## config.mk

```make
export PLATFORM = sky130hd
export DESIGN_NAME = adc_widthconv
export DESIGN_NICKNAME = d
export VERILOG_FILES = /design/src/rtl/radio_pkg.sv /design/src/rtl/adc_lane_assembler.sv /design/src/rtl/adc_widthconv.sv
export SDC_FILE = /design/constraint.sdc
export NUM_CORES = 1
export LEC_CHECK = 0
export CAP_MARGIN = 20
export CORE_MARGIN = 2
export CORE_UTILIZATION = 41
export CTS_CLUSTER_SIZE = 14
export DETAILED_ROUTE_END_ITERATION = 16
export PLACE_DENSITY = 0.66
export SLEW_MARGIN = 10
export SYNTH_ARGS = -nofsm -noshare
export SYNTH_HDL_FRONTEND = slang
export SYNTH_HIERARCHICAL = 1
export SYNTH_SLANG_ARGS = --single-unit
```

## constraint.sdc

```tcl
create_clock -name clk -period 4.48 [get_ports clk]
set_input_delay 0.672 -clock clk [delete_from_list [all_inputs] [get_ports clk]]
set_output_delay 0.672 -clock clk [all_outputs]
set_load 0.01 [all_outputs]
```

## src/rtl/radio_pkg.sv

```systemverilog
// Shared radio datapath constants and the 36-bit FIFO word layout used by
// both the ADC and DAC width converters.
package radio_pkg;

    localparam int ADC_SAMPLE_W = 8;
    localparam int LANES        = 4;
    localparam int FIFO_WORD_W  = 36;

    localparam logic [ADC_SAMPLE_W-1:0] ADC_OFFSET = 8'h80;
    localparam logic [ADC_SAMPLE_W-1:0] PAD_SAMPLE = 8'h00;

    typedef struct packed {
        logic [LANES-1:0]              cw;
        logic [LANES*ADC_SAMPLE_W-1:0] data;
    } lane_word_t;

    // Each control bit sits directly above its sample byte.
    function automatic logic [FIFO_WORD_W-1:0] pack36(input logic [31:0] data32,
                                                     input logic [3:0]  cw4);
        pack36 = {cw4[3], data32[31:24], cw4[2], data32[23:16],
                  cw4[1], data32[15:8],  cw4[0], data32[7:0]};
    endfunction

endpackage

```

## src/rtl/adc_lane_assembler.sv

```systemverilog
// Assembles converted ADC samples into a four-lane word, handling flush and
// flag-alignment padding, and holds one finished word when the next stage is busy.
module adc_lane_assembler
    import radio_pkg::*;
#(
    parameter bit CONVERT_OFFSET = 1'b1,
    parameter bit ALIGN_ON_FLAG  = 1'b1
) (
    input  logic        clk,
    input  logic        reset,
    input  logic        in_valid,
    input  logic [7:0]  in_data,
    input  logic        in_flag,
    input  logic        flush,
    input  logic        p_free,
    output logic        word_valid,
    output logic [31:0] word_data,
    output logic [3:0]  word_cw,
    output logic        drop
);

    localparam logic [31:0] EMPTY_DATA = {LANES{PAD_SAMPLE}};

    logic [31:0] a_data;
    logic [3:0]  a_cw;
    logic [1:0]  lane;
    logic        a_full;

    logic [31:0] nxt_data;
    logic [3:0]  nxt_cw;
    logic [1:0]  nxt_lane;
    logic        nxt_full;

    logic [7:0]  sample;
    logic [31:0] placed_data;
    logic [3:0]  placed_cw;
    logic [31:0] cur_data;
    logic [3:0]  cur_cw;
    logic        flag_break;
    logic        complete;

    assign sample     = CONVERT_OFFSET ? (in_data ^ ADC_OFFSET) : in_data;
    assign flag_break = ALIGN_ON_FLAG && in_valid && in_flag && (lane != 2'd0);

    always_comb begin
        placed_data = a_data;
        placed_cw   = a_cw;
        placed_data[{lane, 3'b000} +: 8] = sample;
        placed_cw[lane] = in_flag;
    end

    // A is kept at pad value in every unused lane, so a partial word is
    // already padded the moment it has to be closed.
    always_comb begin
        word_valid = 1'b0;
        word_data  = a_data;
        word_cw    = a_cw;
        drop       = 1'b0;
        nxt_data   = a_data;
        nxt_cw     = a_cw;
        nxt_lane   = lane;
        nxt_full   = a_full;
        cur_data   = in_valid ? placed_data : a_data;
        cur_cw     = in_valid ? placed_cw : a_cw;
        complete   = flush || (lane == 2'd3);

        if (a_full) begin
            drop = in_valid;
            if (p_free) begin
                word_valid = 1'b1;
                nxt_data   = EMPTY_DATA;
                nxt_cw     = '0;
                nxt_lane   = 2'd0;
                nxt_full   = 1'b0;
            end
        end else if (flag_break) begin
            if (p_free) begin
                word_valid    = 1'b1;
                nxt_data      = EMPTY_DATA;
                nxt_data[7:0] = sample;
                nxt_cw        = {3'b000, in_flag};
                nxt_lane      = 2'd1;
            end else begin
                drop     = 1'b1;
                nxt_full = 1'b1;
                nxt_lane = 2'd0;
            end
        end else if (in_valid || (flush && lane != 2'd0)) begin
            if (complete) begin
                word_data = cur_data;
                word_cw   = cur_cw;
                nxt_lane  = 2'd0;
                if (p_free) begin
                    word_valid = 1'b1;
                    nxt_data   = EMPTY_DATA;
                    nxt_cw     = '0;
                end else begin
                    nxt_data = cur_data;
                    nxt_cw   = cur_cw;
                    nxt_full = 1'b1;
                end
            end else begin
                nxt_data = cur_data;
                nxt_cw   = cur_cw;
                nxt_lane = lane + 2'd1;
            end
        end
    end

    always_ff @(posedge clk) begin
        if (reset) begin
            a_data <= EMPTY_DATA;
            a_cw   <= '0;
            lane   <= 2'd0;
            a_full <= 1'b0;
        end else begin
            a_data <= nxt_data;
            a_cw   <= nxt_cw;
            lane   <= nxt_lane;
            a_full <= nxt_full;
        end
    end

endmodule

```

## src/rtl/adc_widthconv.sv

```systemverilog
// ADC receive width converter: packs four converted samples per 36-bit FIFO
// word, with one pending output word and overrun drop counting.
module adc_widthconv
    import radio_pkg::*;
#(
    parameter bit CONVERT_OFFSET = 1'b1,
    parameter bit ALIGN_ON_FLAG  = 1'b1,
    parameter int CNT_W          = 16
) (
    input  logic             clk,
    input  logic             reset,
    input  logic             in_valid,
    input  logic [7:0]       in_data,
    input  logic             in_flag,
    input  logic             flush,
    input  logic             out_full,
    output logic             out_wr_en,
    output logic [31:0]      out_data,
    output logic [3:0]       out_cw,
    output logic [CNT_W-1:0] drop_cnt,
    output logic [CNT_W-1:0] word_cnt
);

    localparam logic [CNT_W-1:0] CNT_ONE = {{(CNT_W-1){1'b0}}, 1'b1};

    logic        p_valid;
    logic [31:0] p_data;
    logic [3:0]  p_cw;
    logic        wr;
    logic        p_free;

    logic        word_valid;
    logic [31:0] word_data;
    logic [3:0]  word_cw;
    logic        drop;

    assign wr     = p_valid && !out_full;
    assign p_free = !p_valid || wr;

    adc_lane_assembler #(
        .CONVERT_OFFSET (CONVERT_OFFSET),
        .ALIGN_ON_FLAG  (ALIGN_ON_FLAG)
    ) u_asm (
        .clk        (clk),
        .reset      (reset),
        .in_valid   (in_valid),
        .in_data    (in_data),
        .in_flag    (in_flag),
        .flush      (flush),
        .p_free     (p_free),
        .word_valid (word_valid),
        .word_data  (word_data),
        .word_cw    (word_cw),
        .drop       (drop)
    );

    always_ff @(posedge clk) begin
        if (reset) begin
            p_valid  <= 1'b0;
            p_data   <= '0;
            p_cw     <= '0;
            drop_cnt <= '0;
            word_cnt <= '0;
        end else begin
            // A word handed over replaces P even when P is written this cycle.
            if (word_valid) begin
                p_valid <= 1'b1;
                p_data  <= word_data;
                p_cw    <= word_cw;
            end else if (wr) begin
                p_valid <= 1'b0;
            end
            if (drop && drop_cnt != {CNT_W{1'b1}})
                drop_cnt <= drop_cnt + CNT_ONE;
            if (wr)
                word_cnt <= word_cnt + CNT_ONE;
        end
    end

    assign out_wr_en = wr;
    assign out_data  = p_data;
    assign out_cw    = p_cw;

endmodule

```

==> flow_metrics.env <==
export IMPL_cts_hold_repair_buffers=0
export IMPL_tritoncts="yes"
export IMPL_avgRoutedWirePerCell_um=16.5
export IMPL_ctsHtreeMaxLevel=3
export IMPL_pre_cts_slack_ns=0.845
export IMPL_antenna_violating_nets_post_route=0
export IMPL_critical_path_endpoint_type="register"
export IMPL_worst_setup_startpoint="u_asm/lane[0]"
export IMPL_start_util=0.415
export IMPL_postSynthCellCount=630
export IMPL_max_freq_ghz=0.305
export IMPL_synth_area_mm2=0.00545
export IMPL_max_slew_margin=0.293
export IMPL_total_area_of_multi_input_combinational_cells_mm2=0.00303
export IMPL_cts_buffers_inserted=9
export IMPL_r2r_start="u_asm/lane[0]"
export IMPL_layout_commonest_cell="sky130_fd_sc_hd__dfxtp_1"
export IMPL_maxSlewViolCount=0
export IMPL_post_cts_resized_instances=0
export IMPL_class_of_the_tightest_hold_or_removal_check="register to register"
export IMPL_worst_setup_hold_path_clk_slew_ns=0.07
export IMPL_vias_in_the_first_global_route=4633
export IMPL_cp_start_kind="register"
export IMPL_critPathMaxFanout=12
export IMPL_setup_tns_ns=0
export IMPL_clock_insertion_delay_worst_skew_ns=0.36
export IMPL_seq_area_mm2=0.00216
export IMPL_areaGrowthSynthToFinish_pct=23.6
export IMPL_worstMarginPinSlew_ns=1.05
export IMPL_finalWorstSetupSlack_ns=1.20
export IMPL_synthArstFlopShare=0
export IMPL_fin_nets=713
export IMPL_clock_tree_buffer_depth=2
export IMPL_synth_edff_count=0
export IMPL_worst_endpoint_arrival_ns=3.53
export IMPL_dominantRegCellSynth="sky130_fd_sc_hd__dfxtp_1"
export IMPL_synth_avg_cell_area_um2=8.66
export IMPL_num_vias=4972
export IMPL_final_min_clock_period_ns=3.28
export IMPL_rsz_0062_raised_after_global_routing="false"
export IMPL_ys_warn_count=6
export IMPL_number_of_antenna_violations_at_the_first_check_in_global_routing=0
export IMPL_fp_dieW_um=119
export IMPL_setup_viol=0
export IMPL_ys_seq_elements=108
export IMPL_viasPerCell=5.70
export IMPL_global_route_wire_length_before_repair_um=23500
export IMPL_synth_seq_area_share=0.396
export IMPL_clock_skew_ns=0.00796
export IMPL_power_ir_vdd_worst_mv=0.202
export IMPL_globalRouteTotalUtil=0.205
export IMPL_synth_cell_type_count=64
export IMPL_std_cell_rows=42
export IMPL_grt_start_max_net_pins=111
export IMPL_cellPowerDensity_mw_per_mm2=310
export IMPL_place_hpwl_um=9840
export IMPL_power_static_leakage_nw=2.42
export IMPL_drt_pass1_iter_count=5
export IMPL_worst_setup_path_type="register to register"
export IMPL_fill_cells=1294
export IMPL_top_library_cells_by_usage_in_the_layout_fill_and_taps_aside="sky130_fd_sc_hd__dfxtp_1, sky130_fd_sc_hd__clkdlybuf4s50_1, sky130_fd_sc_hd__nor2_1"
export IMPL_cts_root_buffer_cell="sky130_fd_sc_hd__clkbuf_16"
export IMPL_run_status="finished, final reports clean"
export IMPL_layout_drive_gt1_share=0.0603
export IMPL_route_detailed_drc=0
export IMPL_detail_route_iter0_violations=509
export IMPL_worst_case_hold_slack_ns=0.477
export IMPL_postCtsSetupRepairBufs=0
export IMPL_final_hold_violation_count=0
export IMPL_cp_required_ns=4.72
export IMPL_core_area_mm2=0.0131
export IMPL_postSynthNetCount=652
export IMPL_max_cap_violations=0
export IMPL_io_pin_count=83
export IMPL_routability_congestion_estimate_from_global_placement=0.874
export IMPL_port_buffers=82
export IMPL_holdCritStartpoint="u_asm/a_cw[3]"
export IMPL_layout_worst_path_cycle_share=0.733
export IMPL_insertedDiodeCount=0
export IMPL_wirelength_um=14400
export IMPL_die_area_mm2=0.0142
export IMPL_globalRoute_totalOverflow=0
export IMPL_clock_sinks=108
export IMPL_chip_height_um=119
==> Yosys cell counts (6+ instances only) <==
cell / instances / area share
sky130_fd_sc_hd__nor2_1: 72 / 0.050
sky130_fd_sc_hd__a22oi_1: 8 / 0.011
sky130_fd_sc_hd__a21oi_1: 18 / 0.017
sky130_fd_sc_hd__inv_1: 30 / 0.021
sky130_fd_sc_hd__a221oi_1: 18 / 0.029
sky130_fd_sc_hd__nand4_1: 7 / 0.0080
sky130_fd_sc_hd__nand2b_1: 17 / 0.019
sky130_fd_sc_hd__xor2_1: 11 / 0.018
sky130_fd_sc_hd__a211oi_1: 6 / 0.0083
sky130_fd_sc_hd__nor3b_1: 8 / 0.011
sky130_fd_sc_hd__o31ai_1: 8 / 0.011
sky130_fd_sc_hd__nand2_1: 47 / 0.032
sky130_fd_sc_hd__dfxtp_1: 108 / 0.40
sky130_fd_sc_hd__or4_1: 7 / 0.0096
sky130_fd_sc_hd__nor3_1: 14 / 0.013
sky130_fd_sc_hd__o221ai_1: 8 / 0.013
sky130_fd_sc_hd__o2bb2ai_1: 9 / 0.014
sky130_fd_sc_hd__o21ai_0: 25 / 0.023
sky130_fd_sc_hd__buf_2: 6 / 0.0055
sky130_fd_sc_hd__nand3_1: 25 / 0.023
sky130_fd_sc_hd__clkbuf_1: 29 / 0.020
sky130_fd_sc_hd__nor2b_1: 6 / 0.0069
sky130_fd_sc_hd__mux2i_1: 58 / 0.11
sky130_fd_sc_hd__ha_1: 8 / 0.018
==> state kept, by name, summed over array words and instances (netlist names) <==
| signal | flops |
|---|---|
| out_data | 32 |
| u_asm/a_data | 32 |
| drop_cnt | 16 |
| word_cnt | 16 |
| out_cw | 4 |
| u_asm/a_cw | 4 |
| u_asm/lane | 2 |
| p_valid | 1 |
| u_asm/a_full | 1 |
==> critical path: stages, from the launching register on <==
cell,delay (ns)
sky130_fd_sc_hd__dfxtp_1,0.52
sky130_fd_sc_hd__inv_1,0.16
sky130_fd_sc_hd__ha_1,0.39
sky130_fd_sc_hd__nand4bb_1,0.31
sky130_fd_sc_hd__o21ai_0,0.44
sky130_fd_sc_hd__nand3_1,0.21
sky130_fd_sc_hd__or4_4,0.49
sky130_fd_sc_hd__a2111oi_2,0.31
sky130_fd_sc_hd__mux2_1,0.35
==> path summary, 6_finish.rpt <==
check,slack [ns],end,cells after the start
hold reg to reg,0.48,u_asm/a_cw[3],2
setup / recovery,1.20,drop_cnt[15],8
hold / removal,0.48,u_asm/a_cw[3],2
setup reg to reg,1.20,drop_cnt[15],8
==> stage by stage <==
stage / utilization / power (W) / std cells / area, µm²
after floorplan: - / 0.00115 / 630 / 5450
after global placement: 0.487 / 0.00122 / 855 / 6400
after detailed placement: 0.487 / 0.00123 / 855 / 6400
after CTS: 0.512 / 0.00210 / 871 / 6720
after global routing: 0.513 / 0.00217 / 872 / 6740
final: 0.513 / 0.00209 / 872 / 6740
==> per-layer routing <==
layer	GRT usage	vias up	share of wire	routed length [µm]
li1	-	2410	-	-
met1	0.266	2382	0.45	6430
met5	0	-	0	0
met2	0.344	162	0.49	7080
met3	0.0321	18	0.045	646
met4	0.0750	0	0.019	272
==> area by class of cell <==
cell class                 instances  share of cell area
multi-input combinational        454               0.450
tap                              176              0.0327
timing repair buffer              88               0.132
clock inverter                     5              0.0124
sequential                       108               0.321
inverter                          30              0.0167
clock buffer                      11              0.0360
==> cell families (layout without fill, tap and decap cells) <==
logic type / count (synthesis) / count (layout) / share of synthesized area
XOR/XNOR: 12 / 12 / 0.0193
flip-flops: 108 / 108 / 0.396
multiplexers: 65 / 65 / 0.121
adder cells (fa/ha/maj): 8 / 8 / 0.0184
AO/OA/AOI/OAI: 129 / 129 / 0.170
AND/OR/NAND/NOR: 240 / 240 / 0.226
buffers and inverters: 68 / 134 / 0.0489
==> power by group <==
part	leakage [nW]	internal (W)	switching (W)
Sequential	0.871	0.000971	0.00000914
Clock	0.152	0.000508	0.000368
Combinational	1.40	0.0000840	0.000148
Total	2.42	0.00156	0.000525
(Power assumes the default switching activity.)
